[config.mk]
export PLATFORM = sky130hd
export DESIGN_NAME = vga_fb_scanout_flat
export DESIGN_NICKNAME = d
export VERILOG_FILES = /design/src/rtl/vga_fb_scanout_if.sv /design/src/rtl/vga_fb_scanout.sv /design/src/flat_wrapper.sv
export SDC_FILE = /design/constraint.sdc
export NUM_CORES = 1
export LEC_CHECK = 0
export ABC_AREA = 1
export BUFFER_PORTS_ARGS = -buffer_cell sky130_fd_sc_hd__buf_2
export CAP_MARGIN = 30
export CELL_PAD_IN_SITES_DETAIL_PLACEMENT = 1
export CELL_PAD_IN_SITES_GLOBAL_PLACEMENT = 2
export CORE_MARGIN = 3
export CORE_UTILIZATION = 35
export DETAILED_ROUTE_END_ITERATION = 8
export PLACE_DENSITY = 0.88
export REMOVE_ABC_BUFFERS = 1
export SYNTH_ARGS = -nofsm -noshare
export SYNTH_HDL_FRONTEND = slang
export SYNTH_SLANG_ARGS = --single-unit
[constraint.sdc]
create_clock -name clk -period 3.8 [get_ports clk]
set_clock_uncertainty 0.1 [all_clocks]
set_input_delay 0.19 -clock clk [delete_from_list [all_inputs] [get_ports clk]]
set_output_delay 0.19 -clock clk [all_outputs]
set_load 0.01 [all_outputs]
[src/rtl/vga_fb_scanout_if.sv]
// Frame-buffer RAM read-port bundle between the scan-out engine and the RAM.
//   ram_read_en     : read enable (address capture stage)
//   ram_output_en   : output-register enable
//   ram_output_rst  : output-register reset
//   ram_read_addr   : read address
//   ram_word        : output-register data returned by the RAM
// master = scan-out engine, slave = RAM read port.
interface vga_fb_scanout_if #(
  parameter int unsigned PIX_W  = 1,
  parameter int unsigned ADDR_W = 15
);
  logic              ram_read_en;
  logic              ram_output_en;
  logic              ram_output_rst;
  logic [ADDR_W-1:0] ram_read_addr;
  logic [PIX_W-1:0]  ram_word;

  modport master (
    output ram_read_en,
    output ram_output_en,
    output ram_output_rst,
    output ram_read_addr,
    input  ram_word
  );

  modport slave (
    input  ram_read_en,
    input  ram_output_en,
    input  ram_output_rst,
    input  ram_read_addr,
    output ram_word
  );
endinterface

[src/rtl/vga_fb_scanout.sv]
// VGA frame-buffer scan-out engine.
// Generates raster timing, fetches stored pixels in raster order from a RAM
// with a two-stage registered read, and delays the raster flags by two ticks
// so pixel data and sync/enable leave the block aligned.
// Ports:
//   clk, rst_n   : clock, asynchronous active-low reset
//   pix_tick     : pixel-rate clock enable
//   ram          : RAM read port (vga_fb_scanout_if.master)
//   pixel_out    : pixel to pins, zero outside the active area
//   hsync, vsync : active-low syncs
//   de           : display enable
//   frame_start  : one-clk pulse with the first active pixel of a frame
module vga_fb_scanout #(
  parameter int unsigned PIX_W      = 1,
  parameter int unsigned FB_W       = 160,
  parameter int unsigned FB_H       = 120,
  parameter int unsigned SCALE_LOG2 = 2,
  parameter int unsigned H_ACTIVE   = 640,
  parameter int unsigned H_FP       = 16,
  parameter int unsigned H_SYNC     = 96,
  parameter int unsigned H_BP       = 48,
  parameter int unsigned V_ACTIVE   = 480,
  parameter int unsigned V_FP       = 10,
  parameter int unsigned V_SYNC     = 2,
  parameter int unsigned V_BP       = 33,
  parameter int unsigned ADDR_W     = $clog2(FB_W * FB_H)
) (
  input  logic             clk,
  input  logic             rst_n,
  input  logic             pix_tick,
  vga_fb_scanout_if.master ram,
  output logic [PIX_W-1:0] pixel_out,
  output logic             hsync,
  output logic             vsync,
  output logic             de,
  output logic             frame_start
);

  localparam int unsigned H_TOTAL = H_ACTIVE + H_FP + H_SYNC + H_BP;
  localparam int unsigned V_TOTAL = V_ACTIVE + V_FP + V_SYNC + V_BP;
  localparam int unsigned X_W     = $clog2(H_TOTAL);
  localparam int unsigned Y_W     = $clog2(V_TOTAL);

  localparam logic [X_W-1:0] X_ACT      = X_W'(H_ACTIVE);
  localparam logic [X_W-1:0] X_ACT_LAST = X_W'(H_ACTIVE - 1);
  localparam logic [X_W-1:0] X_HS_BEG   = X_W'(H_ACTIVE + H_FP);
  localparam logic [X_W-1:0] X_HS_END   = X_W'(H_ACTIVE + H_FP + H_SYNC);
  localparam logic [X_W-1:0] X_LAST     = X_W'(H_TOTAL - 1);
  localparam logic [Y_W-1:0] Y_ACT      = Y_W'(V_ACTIVE);
  localparam logic [Y_W-1:0] Y_VS_BEG   = Y_W'(V_ACTIVE + V_FP);
  localparam logic [Y_W-1:0] Y_VS_END   = Y_W'(V_ACTIVE + V_FP + V_SYNC);
  localparam logic [Y_W-1:0] Y_LAST     = Y_W'(V_TOTAL - 1);
  localparam logic [Y_W-1:0] Y_MASK     = Y_W'((1 << SCALE_LOG2) - 1);
  localparam logic [ADDR_W-1:0] ROW_STEP = ADDR_W'(FB_W);

  // Pipeline flag order {frame_start, vs, hs, act}; idle = syncs high.
  localparam logic [3:0] PIPE_IDLE = 4'b0110;

  logic [X_W-1:0]    r_x, w_x_nxt;
  logic [Y_W-1:0]    r_y, w_y_nxt;
  logic [ADDR_W-1:0] r_rb, w_rb_nxt;
  logic [ADDR_W-1:0] r_addr, w_addr_nxt;
  logic [3:0]        r_p1, r_p2;

  logic w_act, w_hs, w_vs, w_fs;
  logic w_x_last, w_y_last, w_row_adv, w_nxt_act;

  // Raw raster flags at the counter stage.
  assign w_act    = (r_x < X_ACT) && (r_y < Y_ACT);
  assign w_hs     = ~((r_x >= X_HS_BEG) && (r_x < X_HS_END));
  assign w_vs     = ~((r_y >= Y_VS_BEG) && (r_y < Y_VS_END));
  assign w_fs     = (r_x == '0) && (r_y == '0);
  assign w_x_last = (r_x == X_LAST);
  assign w_y_last = (r_y == Y_LAST);

  // Row base advances after the last screen line covering a stored row.
  assign w_row_adv = w_act && (r_x == X_ACT_LAST) && ((r_y & Y_MASK) == Y_MASK);

  // Next counter position, row base and read address.
  always_comb begin
    w_x_nxt    = r_x + X_W'(1);
    w_y_nxt    = r_y;
    w_rb_nxt   = r_rb;
    w_addr_nxt = r_addr;

    if (w_x_last) begin
      w_x_nxt = '0;
      w_y_nxt = w_y_last ? '0 : r_y + Y_W'(1);
    end

    if (w_x_last && w_y_last) begin
      w_rb_nxt = '0;
    end else if (w_row_adv) begin
      w_rb_nxt = r_rb + ROW_STEP;
    end

    w_nxt_act = (w_x_nxt < X_ACT) && (w_y_nxt < Y_ACT);
    // Blanking holds the last active address.
    if (w_nxt_act) begin
      w_addr_nxt = w_rb_nxt + ADDR_W'(w_x_nxt >> SCALE_LOG2);
    end
  end

  // Counters, address and two-tick flag delay matching the RAM read latency.
  always_ff @(posedge clk or negedge rst_n) begin
    if (!rst_n) begin
      r_x    <= '0;
      r_y    <= '0;
      r_rb   <= '0;
      r_addr <= '0;
      r_p1   <= PIPE_IDLE;
      r_p2   <= PIPE_IDLE;
    end else if (pix_tick) begin
      r_x    <= w_x_nxt;
      r_y    <= w_y_nxt;
      r_rb   <= w_rb_nxt;
      r_addr <= w_addr_nxt;
      r_p1   <= {w_fs, w_vs, w_hs, w_act};
      r_p2   <= r_p1;
    end
  end

  assign ram.ram_read_en    = pix_tick;
  assign ram.ram_output_en  = pix_tick;
  assign ram.ram_output_rst = ~rst_n;
  assign ram.ram_read_addr  = r_addr;

  assign de          = r_p2[0];
  assign hsync       = r_p2[1];
  assign vsync       = r_p2[2];
  // The delayed flag spans a whole tick period; gating trims it to one clk.
  assign frame_start = r_p2[3] & pix_tick;
  assign pixel_out   = de ? ram.ram_word : '0;

endmodule

[src/flat_wrapper.sv]
// flat-port wrapper written by rule: the top's interface ports become plain ports
module vga_fb_scanout_flat 
#(
  parameter int unsigned PIX_W      = 1,
  parameter int unsigned FB_W       = 160,
  parameter int unsigned FB_H       = 120,
  parameter int unsigned SCALE_LOG2 = 2,
  parameter int unsigned H_ACTIVE   = 640,
  parameter int unsigned H_FP       = 16,
  parameter int unsigned H_SYNC     = 96,
  parameter int unsigned H_BP       = 48,
  parameter int unsigned V_ACTIVE   = 480,
  parameter int unsigned V_FP       = 10,
  parameter int unsigned V_SYNC     = 2,
  parameter int unsigned V_BP       = 33,
  parameter int unsigned ADDR_W     = $clog2(FB_W * FB_H)
)
  (clk, rst_n, pix_tick, pixel_out, hsync, vsync, de, frame_start, ram_ram_read_en, ram_ram_output_en, ram_ram_output_rst, ram_ram_read_addr, ram_ram_word);
  vga_fb_scanout_if #(.PIX_W(PIX_W), .ADDR_W(ADDR_W)) ram_i ();
  input  logic clk;
  input  logic rst_n;
  input  logic pix_tick;
  output logic [PIX_W-1:0] pixel_out;
  output logic hsync;
  output logic vsync;
  output logic de;
  output logic frame_start;
  output wire logic [$bits(ram_i.ram_read_en)-1:0] ram_ram_read_en;
  output wire logic [$bits(ram_i.ram_output_en)-1:0] ram_ram_output_en;
  output wire logic [$bits(ram_i.ram_output_rst)-1:0] ram_ram_output_rst;
  output wire logic [$bits(ram_i.ram_read_addr)-1:0] ram_ram_read_addr;
  input wire logic [$bits(ram_i.ram_word)-1:0] ram_ram_word;
  assign ram_ram_read_en = ram_i.ram_read_en;
  assign ram_ram_output_en = ram_i.ram_output_en;
  assign ram_ram_output_rst = ram_i.ram_output_rst;
  assign ram_ram_read_addr = ram_i.ram_read_addr;
  assign ram_i.ram_word = ram_ram_word;
  vga_fb_scanout #(.PIX_W(PIX_W), .FB_W(FB_W), .FB_H(FB_H), .SCALE_LOG2(SCALE_LOG2), .H_ACTIVE(H_ACTIVE), .H_FP(H_FP), .H_SYNC(H_SYNC), .H_BP(H_BP), .V_ACTIVE(V_ACTIVE), .V_FP(V_FP), .V_SYNC(V_SYNC), .V_BP(V_BP), .ADDR_W(ADDR_W)) u_core (.clk(clk), .rst_n(rst_n), .pix_tick(pix_tick), .ram(ram_i), .pixel_out(pixel_out), .hsync(hsync), .vsync(vsync), .de(de), .frame_start(frame_start));
endmodule
After elaboration in Yosys (flattened, before gate mapping) --
Cells that the tools add are included.
Word-level totals: register bits after elaboration 58, input port bits 4, word-level logic and storage cells 43
Operators by class: $add $sub $neg 4, order comparisons 8, equality and inequality tests 4, mux-type cells 6, bitwise operators 4, reductions and logical operators 11
Operator list (number):
- == test 10 bit (second input constant) | 3
- less-than comparator 10 bit (second input constant) | 3
- less-than comparator 10 x 9 -> 1 bit (second input constant) | 3
- two-way mux 10 bit | 3
- two-way mux 15 bit | 2
- adder 10 x 1 -> 10 bit (second input constant) | 2
- logical NOT 10 bit | 2
- adder 15 x 8 -> 15 bit | 1
- adder 15 x 8 -> 15 bit (second input constant) | 1
- greater-or-equal comparator 10 bit (second input constant) | 1
- greater-or-equal comparator 10 x 9 -> 1 bit (second input constant) | 1
- logical AND 1 bit | 8
- NOT 1 bit | 3
- == test 2 bit (second input constant) | 1
- AND reduction 2 bit | 1
- bitwise AND 1 bit | 1
- two-way mux 1 bit | 1

Depth between registers and ports, before layout --
Gate-level depths: netlist (run 1).
depth after elaboration 7, gate-level depth with buffers 21

Least setup slack after synthesis (run 1) --
Ideal clock, no wire load.
path kind flip-flop to flip-flop, from register u_core.r_x[0], to register u_core.r_addr[14], in the netlist u_core.ram.ram_read_addr[14], setup time 0.117 ns, arrival time 2.746 ns, required time 3.583 ns, slack 0.837 ns, cell stages (with the launch flop) 21, buffers on the path 0, cells stage by stage dfrtp_1 -> ha_1 -> nand2_4 -> nor2_8 -> nand2_4 -> nor2_4 -> nand2_2 -> inv_1 -> nor2_1 -> ha_1 -> fa_1 -> a21oi_1 -> o21ai_0 -> nand2_1 -> nand2_1 -> nand3_1 -> nor2_2 -> nand3_1 -> nand2_1 -> nand3_1 -> nand2_1
Between the ends: longest elaborated chain between the ends 7, elaborated cells on any way between the ends 17
Ends and longest elaborated chain:
- from (decl) | RTL line vga_fb_scanout.sv:59 | logic [X_W-1:0] r_x, w_x_nxt;
- from (signal assigned) | RTL line vga_fb_scanout.sv:114 | r_x <= w_x_nxt;
- less-than comparator 10 bit | RTL line vga_fb_scanout.sv:69 | assign w_act = (r_x < X_ACT) && (r_y < Y_ACT);
- logical AND 1 bit | RTL line vga_fb_scanout.sv:69
- logical AND 1 bit (2 in a row) | RTL line vga_fb_scanout.sv:77 | assign w_row_adv = w_act && (r_x == X_ACT_LAST) && ((r_y & Y_MASK) == Y_MASK);
- two-way mux 15 bit | RTL line vga_fb_scanout.sv:93 | end else if (w_row_adv) begin
- two-way mux 15 bit * | RTL line vga_fb_scanout.sv:91 | if (w_x_last && w_y_last) begin
- named net u_core.w_rb_nxt[0] | RTL line vga_fb_scanout.sv:61 | logic [ADDR_W-1:0] r_rb, w_rb_nxt;
- adder 15 x 8 -> 15 bit * | RTL line vga_fb_scanout.sv:100 | w_addr_nxt = w_rb_nxt + ADDR_W'(w_x_nxt >> SCALE_LOG2);
- to (signal assigned) | RTL line vga_fb_scanout.sv:117 | r_addr <= w_addr_nxt;
- to (decl) | RTL line vga_fb_scanout.sv:62 | logic [ADDR_W-1:0] r_addr, w_addr_nxt;
The timed path passes the listed nets; every way through them passes the cells marked *. A chain may end at the register's enable or synchronous reset.

Worst setup path after layout (run 1) --
Same ends and word-level chain as after synthesis.

==> run_results.csv, run 1 <==
group,metric,value,unit
outcome,status,"finished, final reports clean",
synth,yosys-top-cells-area,"dfrtp_1, nand2_1, inv_1",
synth,ys.flop_type,"dfrtp_1",
critical_path,cp-start-kind,"register",
global_route,grt_max_degree,59,
die,start_util,36.44,%
sta,whs,0.2231,ns
critical_path,endpoint_kind,"register",
die,fp-row-count,37,
critical_path,crit_type,"register to register",
min_path,min_to,"u_core.r_p2[2]$_DFFE_PN1P_",
synth,synth_cell_types,36,
finish,final_util,40.66,%
pwr,p_total,1762,uW
min_path,hp-start,"pix_tick",
pwr,clkPwrFrac,32.1,%
drt,detail-route-antenna-nets,0,
placed_design,routabilityCongestion,0.8494,
critical_path,crit_path_cell_trace,"ha_1 -> nand2_4 -> nor2_8 -> nand2_4 -> nor2_4 -> nand2_2 -> clkinvlp_4 -> nor2_1 -> ha_1 -> fa_1 -> a21oi_1 -> o21ai_1 -> nand2_1 -> nand2_1 -> nand3_1 -> nor2_2 -> nand3_1 -> nand2_1 -> nand3_1 -> nand2_1",
pwr,seqPwrFrac,43.9,%
pwr,ir_worst_vdd,0.2583,mV
clock_network,cts_root_buffer,"clkbuf_8",
clock_network,tritoncts,"built",
placed_design,numPortBuffers,26,
pwr,internal_power,1134,uW
synth,synthTopCellsByCount,"nand2_1, inv_1, dfrtp_1, nand3_1, o21ai_0",
min_path,hold_path_class,"input pin to register",
clock_network,cts.sinks,58,
pwr,p_leak,0.002190,uW
drt,avgViaCountPerCell,5.017,
critical_path,cp_slowest_cell,"dfrtp_1",
clock_network,path_clk_slew,0.07,ns
critical_path,timing.rr.end,"u_core.ram.ram_read_addr[14]$_DFFE_PN0P_",
sta,rsz0062_at_grt,"no",
sta,hold_viol,0,
sta,finalCritPeriodShare,87.84,%
die,core,10420,um^2
synth,synth-edff-count,0,
min_path,holdPathStages,4,
critical_path,cp.arrival,3.48,ns
pwr,p_sw_share,35.64,%
global_route,grt.overflow.total,0,
pwr,p_comb_share,24.0,%
sta,finalCriticalPeriod,3.338,ns
synth,syn_inst,526,
die,die_w,110.1,um
global_route,antenna_found_initial,0,
critical_path,critPathMostFrequentCell,"nand2_1",
global_route,grt_pass1_vias,3609,
critical_path,regToRegStartpoint,"u_core.r_x[0]$_DFFE_PN0P_",
sta,timing.slew.headroom,48.19,%
sta,setup_viol,0,
clock_network,htree_levels,3,
critical_path,cp.required,3.94,ns
synth,synth_top_area_share,35.60,%
drt,vias,3477,
clock_network,clockBufferDepth,2,
drt,drt-total-wl,10.30,mm
pwr,p_per_area,416.1,nW/um^2
critical_path,path_buf_inv,1,
critical_path,reg2reg_setup_slack,0.46,ns
synth,ys_warn_count,0,
global_route,grt_pass1_wl,17.74,mm
critical_path,worstPathMaxFanout,7,
critical_path,worstRegToRegCells,20,
critical_path,critPathTopFamily,"simple AND/OR/NAND/NOR gates",
synth,yosysSeqAreaShare,38.37,%
pwr,power.net_switching,628.2,uW
sta,tns,0,ns
sta,max_freq,299.6,MHz
drt,drtIter0Drc,128,
synth,yosysTopAreaCell,"dfrtp_1",
sta,report.final.slew_viol_count,0,
drt,dr.pass1.iters,5,
global_route,track_usage,18.90,%
synth,syn_area,3796,um^2
synth,async_flop_share,100.0,%
synth,yosysMostFrequentCell,"nand2_1",
clock_network,clk_latency,0.35,ns
finish,final_layout_size_suffix_gt1_share,12.93,%
finish,nNetsFinal,571,
critical_path,crit_path_max_incr_delay,0.43,ns
die,io_pins,27,
sta,tightest_slew,0.7772,ns
finish,syn_to_final_growth,11.57,%
job,drv_cap,0,
die,dieArea,12130,um^2
die,die_h,110.1,um
placed_design,hpwl,7.819,mm
synth,synth-seq-cells,58,
drt,detail_route.drc_violations,0,
drt,wl_per_cell,14.86,um
synth,syn_avg_cell_area,7.217,um^2
finish,n_antenna_cell,0,
clock_network,numCtsBuffers,9,
-- flip-flops by register name (all words and copies together) (netlist names) --
register	count
u_core.r_p2	4
u_core.r_x	10
u_core.r_rb	15
u_core.ram.ram_read_addr	15
u_core.r_y	10
u_core.r_p1	4
-- cell usage in the layout (no fill, tap or decap), types with 2 or more instances in the layout --
master / netlist / layout
o21ai_0: 42 / 41
a21oi_1: 15 / 15
inv_2: 3 / 3
nand3_2: 6 / 6
nand2_1: 143 / 143
nand3_4: 2 / 2
xnor2_1: 3 / 3
ha_1: 13 / 13
nand2_4: 2 / 2
nand4_1: 10 / 10
buf_2: 3 / 26
nor2_2: 6 / 6
nor2_1: 38 / 38
dfstp_2: 4 / 4
dfrtp_1: 54 / 54
o21ai_1: 10 / 11
clkbuf_1: 6 / 2
a31oi_1: 2 / 2
clkinv_2: 0 / 2
xor2_1: 14 / 14
inv_1: 73 / 72
buf_4: 4 / 5
o22ai_1: 2 / 2
nor3_1: 7 / 7
clkbuf_8: 0 / 10
nand3_1: 52 / 52
-- cell type report --
| cell class | count | area (um^2) |
|---|---|---|
| Inverter | 77 | 292.8 |
| Multi-Input combinational cell | 375 | 1953 |
| Sequential cell | 58 | 1456 |
| Clock buffer | 12 | 145.1 |
| Fill cell | 1360 | 6181 |
| Clock inverter | 3 | 40.04 |
| Tap cell | 136 | 170.2 |
| Timing Repair Buffer | 32 | 177.7 |
-- worst min-delay path, cell delays in order --
cell     delay, ns
buf_2         0.09
buf_4         0.22
nand2_1       0.10
nand2_1       0.05
-- kinds of logic after synthesis --
kind of cell	synth area share, %
XOR/XNOR	3.922
buffers and inverters	10.18
AND/OR/NAND/NOR	33.03
adder cells (fa/ha/maj)	4.812
flip-flops	38.37
AO/OA/AOI/OAI	9.690
-- stage by stage --
step	worst slack, ns	instance area [um^2]	instances
after floorplan	0.8232	3699	510
after global placement	0.5066	4036	677
after detailed placement	0.3599	4036	677
after CTS	0.3377	4232	693
after global routing	0.03283	4235	693
final	0.4623	4235	693
-- per-layer routing --
layer	track usage, %	up-vias	part of all wire [%]
li1	-	1737	-
met1	24.52	1688	47
met2	31.28	37	48
met3	3.029	15	2.8
met4	7.916	0	2.1
met5	0	-	0
-- timing repair --
action / in CTS / in global routing
hold buffers: 1 / 0
endpoints found under the setup margin: 0 / 4
endpoints found under the hold margin: 54 / 0
buffers inserted: 0 / 0
resized for setup: 0 / 2
-- worst max-delay path by stage --
stage / start / end / cells after the start
3_3_place_gp: u_core.r_x[0]$_DFFE_PN0P_ / u_core.ram.ram_read_addr[14]$_DFFE_PN0P_ / 20
3_5_place_dp: u_core.r_x[0]$_DFFE_PN0P_ / u_core.ram.ram_read_addr[10]$_DFFE_PN0P_ / 17
2_1_floorplan: u_core.r_x[0]$_DFFE_PN0P_ / u_core.ram.ram_read_addr[14]$_DFFE_PN0P_ / 20
6_report: u_core.r_x[0]$_DFFE_PN0P_ / u_core.ram.ram_read_addr[14]$_DFFE_PN0P_ / 20
5_1_grt: u_core.r_x[0]$_DFFE_PN0P_ / u_core.ram.ram_read_addr[11]$_DFFE_PN0P_ / 19
4_1_cts: u_core.r_x[0]$_DFFE_PN0P_ / u_core.ram.ram_read_addr[10]$_DFFE_PN0P_ / 17
-- power groups by stage --
stage          Combinational (uW)  Sequential (uW)  Clock, uW
2_1_floorplan                 302              757          0
3_3_place_gp                  417              781          0
3_5_place_dp                  431              784          0
4_1_cts                       433              773        590
5_1_grt                       492              788        615
6_report                      422              774        566
No activity file was read; power rests on OpenSTA's default activity.
==> inputs of run 2 (changes only) <==
--- a/config.mk
+++ b/config.mk
@@ -5,15 +5,14 @@
 export SDC_FILE = /design/constraint.sdc
 export NUM_CORES = 1
 export LEC_CHECK = 0
-export ABC_AREA = 1
 export BUFFER_PORTS_ARGS = -buffer_cell sky130_fd_sc_hd__buf_2
 export CAP_MARGIN = 30
 export CELL_PAD_IN_SITES_DETAIL_PLACEMENT = 1
 export CELL_PAD_IN_SITES_GLOBAL_PLACEMENT = 2
 export CORE_MARGIN = 3
-export CORE_UTILIZATION = 35
+export CORE_UTILIZATION = 38
 export DETAILED_ROUTE_END_ITERATION = 8
-export PLACE_DENSITY = 0.88
+export PLACE_DENSITY = 0.87
 export REMOVE_ABC_BUFFERS = 1
 export SYNTH_ARGS = -nofsm -noshare
 export SYNTH_HDL_FRONTEND = slang
==> run 2 against run 1 <==
Against the previous run:
- total power grew 0.77%
- critical endpoint is now u_core.ram.ram_read_addr[10]$_DFFE_PN0P_
- clock-buffer cell count did not move
- sequential power is 2.7% lower
- via count decreased by 12%
- global-route usage fell by 1.1 points
- final cell count down 17%
- critical path type unchanged
- worst setup slack got worse by 0.23 ns
- non-clock buffer count is 19 higher
- core utilization increased by 4.3 points
- worst hold slack worse by 0.014 ns
- sequential share of layout area grew 0.20 points
==> run_results.csv, run 2 <==
group,metric,value,unit
outcome,status,"finished, final reports clean",
clock_network,path_clk_slew,0.07,ns
die,fp-row-count,35,
critical_path,timing.rr.end,"u_core.ram.ram_read_addr[10]$_DFFE_PN0P_",
job,drv_cap,0,
sta,tns,0,ns
critical_path,critPathTopFamily,"simple AND/OR/NAND/NOR gates",
finish,n_antenna_cell,0,
synth,syn_inst,400,
critical_path,crit_path_cell_trace,"nor4_1 -> and3_1 -> nand2_2 -> and2_1 -> ha_1 -> fa_1 -> a21o_1 -> a21oi_1 -> o21ai_0 -> o21ai_0 -> buf_4 -> nor3_1 -> xor2_1 -> a21oi_1",
drt,vias,3065,
pwr,p_sw_share,33.54,%
critical_path,crit_type,"register to register",
synth,syn_avg_cell_area,9.259,um^2
critical_path,endpoint_kind,"register",
die,start_util,39.52,%
clock_network,tritoncts,"built",
drt,detail-route-antenna-nets,0,
clock_network,clk_latency,0.35,ns
synth,ys.flop_type,"dfrtp_1",
synth,synth_top_area_share,36.49,%
critical_path,cp.required,3.98,ns
drt,drtIter0Drc,107,
pwr,power.net_switching,595.7,uW
synth,synth-edff-count,0,
synth,ys_warn_count,0,
pwr,ir_worst_vdd,0.1924,mV
pwr,p_leak,0.001861,uW
die,die_h,104.7,um
sta,final.setup.worst_slack,0.2365,ns
placed_design,numPortBuffers,26,
pwr,p_per_area,421.8,nW/um^2
synth,synthTopCellsByCount,"dfrtp_1, nand2_1, nor2_1, o21ai_0, xnor2_1",
sta,report.final.slew_viol_count,0,
die,die_w,104.7,um
finish,final_util,44.93,%
critical_path,cp-start-kind,"register",
placed_design,dp_slack,0.1861,ns
sta,max_freq,280.6,MHz
synth,yosysMostFrequentCell,"dfrtp_1",
placed_design,hpwl,7.066,mm
global_route,grt_max_degree,40,
critical_path,startpoint,"u_core.r_y[8]$_DFFE_PN0P_",
clock_network,clockBufferDepth,2,
critical_path,reg2reg_setup_slack,0.24,ns
die,io_pins,27,
finish,syn_to_final_growth,13.68,%
clock_network,cts.sinks,58,
global_route,grt_pass1_vias,3147,
critical_path,cp_slowest_cell,"dfrtp_1",
clock_network,numCtsBuffers,9,
critical_path,crit_cells,14,
synth,async_flop_share,100.0,%
clock_network,htree_levels,3,
critical_path,worstPathMaxFanout,7,
synth,yosysSeqAreaShare,39.32,%
min_path,hold_path_class,"input pin to register",
sta,finalCritPeriodShare,93.78,%
placed_design,routabilityCongestion,0.8149,
synth,yosys-top-cells-area,"dfrtp_1, mux2_2, xnor2_1",
synth,yosysTopAreaCell,"dfrtp_1",
sta,hold_viol,0,
synth,synth-seq-cells,58,
pwr,internal_power,1180,uW
finish,final_layout_size_suffix_gt1_share,23.42,%
drt,avgViaCountPerCell,5.349,
global_route,grt_pass1_wl,15.86,mm
critical_path,crit_path_max_incr_delay,0.46,ns
finish,final_cell_mix,"dfrtp_1, nand2_1, nor2_1, o21ai_0, buf_2",
pwr,clkPwrFrac,30.3,%
pwr,p_comb_share,27.3,%
global_route,grt.overflow.total,0,
clock_network,cts_root_buffer,"clkbuf_8",
sta,setup_viol,0,
critical_path,worstRegToRegCells,14,
synth,synth_cell_types,59,
die,dieArea,10970,um^2
sta,finalCriticalPeriod,3.564,ns
critical_path,critPathCapture,"u_core.ram.ram_read_addr[10]$_DFFE_PN0P_",
finish,nNetsFinal,457,
synth,syn_area,3704,um^2
drt,drt-total-wl,9.445,mm
critical_path,regToRegStartpoint,"u_core.r_y[8]$_DFFE_PN0P_",
global_route,antenna_found_initial,0,
critical_path,cp.arrival,3.74,ns
sta,timing.slew.headroom,38.62,%
drt,dr.pass1.iters,4,
pwr,seqPwrFrac,42.4,%
die,core,9371,um^2
global_route,track_usage,17.84,%
critical_path,path_buf_inv,1,
sta,tightest_slew,0.9207,ns
drt,wl_per_cell,16.48,um
finish,mostFrequentLayoutCell,"dfrtp_1",
drt,detail_route.drc_violations,0,
-- run 2: changes by cell type after synthesis, sizes merged, moves of 5 or more --
cell | before | now
nor4 | 1 | 11
xor2 | 14 | 7
and3 | 0 | 6
o21ai | 52 | 31
nand3 | 60 | 14
and2 | 0 | 15
clkbuf | 6 | 11
inv | 76 | 13
xnor2 | 3 | 20
nor2 | 46 | 39
mux2 | 0 | 19
nand2 | 146 | 42
or4 | 0 | 5
-- run 2: how the worst min path moves through the flow --
stage                  start                                      end  depth (start not counted)
floorplan              rst_n               u_core.r_p1[0]$_DFFE_PN0P_                          0
global placement       rst_n  u_core.ram.ram_read_addr[2]$_DFFE_PN0P_                          1
global route        pix_tick                u_core.r_y[9]$_DFFE_PN0P_                          3
finish              pix_tick                u_core.r_y[9]$_DFFE_PN0P_                          3
detailed placement     rst_n  u_core.ram.ram_read_addr[2]$_DFFE_PN0P_                          1
CTS                 pix_tick                u_core.r_y[9]$_DFFE_PN0P_                          3
-- run 2: worst min-delay path, cell delays in order --
cell and delay (ns):
buf_2 0.25, nand2_1 0.10, o21ai_0 0.07
-- run 2: timing repair --
| item | 4_1_cts | 5_1_grt |
|---|---|---|
| buffers inserted | 0 | 0 |
| resized for setup | 0 | 4 |
| hold buffers | 1 | 0 |
| setup endpoints to repair | 0 | 6 |
| hold endpoints to repair | 35 | 0 |
-- run 2: logic make-up (layout without fill, tap and decap cells) --
family / Yosys count / in the layout / synth area share, %
adders and majority gates: 14 / 14 / 4.933
muxes: 22 / 22 / 6.588
xor gates and xnor gates: 27 / 27 / 6.385
buffers and inverters: 36 / 80 / 5.946
DFF: 58 / 58 / 39.32
AOI/OAI and AO/OA: 72 / 72 / 12.10
and+or+nand+nor: 171 / 171 / 24.73
-- run 2: final cells by class --
cell class                 instances  area (um^2)
fill                            1135         5161
timing repair buffer              51        320.3
tap                              129        161.4
multi-input combinational        306         2042
clock buffer                      12        155.1
clock inverter                     4        26.28
sequential                        58         1456
inverter                          13        48.80
-- run 2: layer usage --
layer	track usage, %	part of all wire (%)	vias up	wire length (um)
met3	4.385	3.3	10	311
met4	3.936	0.92	0	87
li1	-	-	1490	-
met1	22.59	48	1518	4499
met5	0	0	-	0
met2	30.75	48	47	4547
-- run 2: power groups by stage --
stage                     clock network [uW]  logic [uW]  registers, uW
after floorplan                            0         237            809
after global placement                     0         475            759
after detailed placement                   0         487            765
after CTS                                567         490            753
after global routing                     586         545            765
final                                    538         485            753
-- run 2: stage by stage --
| stage | area [um^2] | hold WS, ns | cells | power (uW) |
|---|---|---|---|---|
| floorplan | 3532 | -0.2056 | 377 | 1046 |
| global placement | 4009 | 0.2499 | 556 | 1235 |
| detailed placement | 4009 | 0.2745 | 556 | 1252 |
| CTS | 4200 | 0.2031 | 573 | 1810 |
| global route | 4210 | 0.2691 | 573 | 1896 |
| finish | 4210 | 0.2094 | 573 | 1776 |
==> inputs of run 3 (changes only) <==
--- a/config.mk
+++ b/config.mk
@@ -9,7 +9,6 @@
 export CAP_MARGIN = 30
 export CELL_PAD_IN_SITES_DETAIL_PLACEMENT = 1
 export CELL_PAD_IN_SITES_GLOBAL_PLACEMENT = 2
-export CORE_MARGIN = 3
 export CORE_UTILIZATION = 38
 export DETAILED_ROUTE_END_ITERATION = 8
 export PLACE_DENSITY = 0.87
==> run 3 against run 2 <==
Against the previous run:
- sequential share of layout area down 0.082 points
- sequential power hardly changed
- sequential cell count did not move
- critical path type unchanged
- critical endpoint unchanged
- largest cell class unchanged
==> run_results.csv, run 3 (synthesized netlist as in run 2, its figures left out) <==
group,metric,value,unit
outcome,status,"finished, final reports clean",
clock_network,postCtsSetupBuffers,0,
clock_network,clk_latency,0.34,ns
die,fp-row-count,35,
drt,drtIter0Drc,94,
clock_network,cts_root_buffer,"clkbuf_8",
sta,rsz0062_at_grt,"no",
pwr,p_leak,0.001866,uW
drt,dr.pass1.iters,4,
sta,timing.slew.headroom,59.74,%
pwr,clkPwrFrac,31.8,%
global_route,antenna_found_initial,0,
critical_path,critPathTopFamily,"compound AO/OA/AOI/OAI gates",
drt,detail_route.drc_violations,0,
critical_path,startpoint,"u_core.r_x[0]$_DFFE_PN0P_",
finish,syn_to_final_growth,13.95,%
drt,wl_per_cell,16.23,um
placed_design,place_inst,555,
pwr,p_comb_share,26.7,%
pwr,seqPwrFrac,41.5,%
critical_path,crit_path_max_incr_delay,0.43,ns
critical_path,crit_type,"register to register",
finish,stdcell_area,4220,um^2
sta,finalCritPeriodShare,91.76,%
global_route,grt_pass1_wl,15.86,mm
critical_path,path_buf_inv,1,
critical_path,crit_path_cell_trace,"ha_1 -> nand4_1 -> nor3_2 -> nand2_2 -> and2_1 -> ha_1 -> fa_1 -> a21o_1 -> a21oi_1 -> o21ai_0 -> o21ai_1 -> buf_4 -> nor3_1 -> xor2_1 -> a21oi_1",
placed_design,hpwl,6.979,mm
pwr,power.net_switching,588.9,uW
die,start_util,39.70,%
die,core,9328,um^2
critical_path,timing.rr.end,"u_core.ram.ram_read_addr[10]$_DFFE_PN0P_",
sta,hold_viol,0,
drt,vias,3075,
die,dieArea,10140,um^2
clock_network,path_clk_slew,0.07,ns
sta,setup_viol,0,
global_route,grt_pass1_vias,3198,
critical_path,cp.arrival,3.66,ns
pwr,p_sw_share,32.42,%
critical_path,worstPathMaxFanout,6,
clock_network,cts.sinks,58,
finish,final_layout_size_suffix_gt1_share,23.25,%
global_route,grt_max_degree,46,
clock_network,numCtsBuffers,9,
drt,avgViaCountPerCell,5.376,
finish,fin_cells,572,
clock_network,tritoncts,"built",
job,drv_cap,0,
critical_path,reg2reg_setup_slack,0.31,ns
global_route,grt.overflow.total,0,
critical_path,regToRegStartpoint,"u_core.r_x[0]$_DFFE_PN0P_",
placed_design,routabilityCongestion,0.8813,
sta,tightest_slew,0.5983,ns
placed_design,dp_slack,0.2005,ns
die,io_pins,27,
pwr,p_per_area,430.5,nW/um^2
clock_network,clockBufferDepth,2,
sta,max_freq,286.8,MHz
placed_design,placed_cell_area,4001,um^2
pwr,ir_worst_vdd,0.2201,mV
finish,n_antenna_cell,0,
sta,report.final.slew_viol_count,0,
die,die_h,100.7,um
finish,mostFrequentLayoutCell,"dfrtp_1",
min_path,hold_path_class,"input pin to async pin",
critical_path,critPathCapture,"u_core.ram.ram_read_addr[10]$_DFFE_PN0P_",
critical_path,cp_slowest_cell,"dfrtp_1",
clock_network,htree_levels,3,
critical_path,endpoint_kind,"register",
critical_path,cp-start-kind,"register",
drt,detail-route-antenna-nets,0,
sta,final.setup.worst_slack,0.3129,ns
sta,finalCriticalPeriod,3.487,ns
finish,final_cell_mix,"dfrtp_1, nand2_1, nor2_1, o21ai_0, buf_2",
finish,nNetsFinal,456,
sta,whs,0.1617,ns
critical_path,crit_cells,15,
global_route,track_usage,20.25,%
pwr,internal_power,1228,uW
critical_path,cp.required,3.97,ns
critical_path,worstRegToRegCells,15,
placed_design,numPortBuffers,26,
drt,drt-total-wl,9.282,mm
die,die_w,100.7,um
[run 3: worst min path at each step]
stage                      from                                      end  slack [ns]
after global placement    rst_n  u_core.ram.ram_read_addr[2]$_DFFE_PN0P_      -0.003
after global routing      rst_n  u_core.ram.ram_read_addr[2]$_DFFE_PN0P_        0.18
after CTS                 rst_n  u_core.ram.ram_read_addr[2]$_DFFE_PN0P_        0.16
final                     rst_n  u_core.ram.ram_read_addr[2]$_DFFE_PN0P_        0.16
after detailed placement  rst_n  u_core.ram.ram_read_addr[2]$_DFFE_PN0P_      -0.002
after floorplan           rst_n               u_core.r_p1[0]$_DFFE_PN0P_       -0.21
[run 3: layer usage]
metal	routed length, um	track usage [%]
met5	0	0
met4	116	4.459
met3	233	4.785
met1	4414	25.59
met2	4518	35.09
[run 3: area by class of cell]
class	count	area (um^2)
clock buffer	11	141.4
clock inverter	5	53.80
fill	1112	5107
inverter	13	48.80
multi-input combinational	306	2046
sequential	58	1456
tap	129	161.4
timing repair buffer	50	312.8
[run 3: what timing repair did]
| action | 4_1_cts | 5_1_grt |
|---|---|---|
| resized for setup | 0 | 5 |
| endpoints found under the hold margin | 13 | 0 |
| setup endpoints to repair | 0 | 5 |
| hold buffers | 1 | 0 |
[run 3: power by group through the flow]
stage / combinational (uW) / sequential [uW] / clock [uW]
after detailed placement: 488 / 765 / 0
final: 485 / 754 / 579
after floorplan: 237 / 809 / 0
after CTS: 490 / 754 / 598
after global placement: 474 / 760 / 0
after global routing: 546 / 765 / 623
[run 3: stage by stage]
step	util, %	power [uW]	setup TNS, ns
after floorplan	-	1046	-0.2465
after global placement	42.90	1234	0
after detailed placement	42.90	1253	0
after CTS	45.10	1843	0
after global routing	45.24	1935	0
final	45.24	1817	0
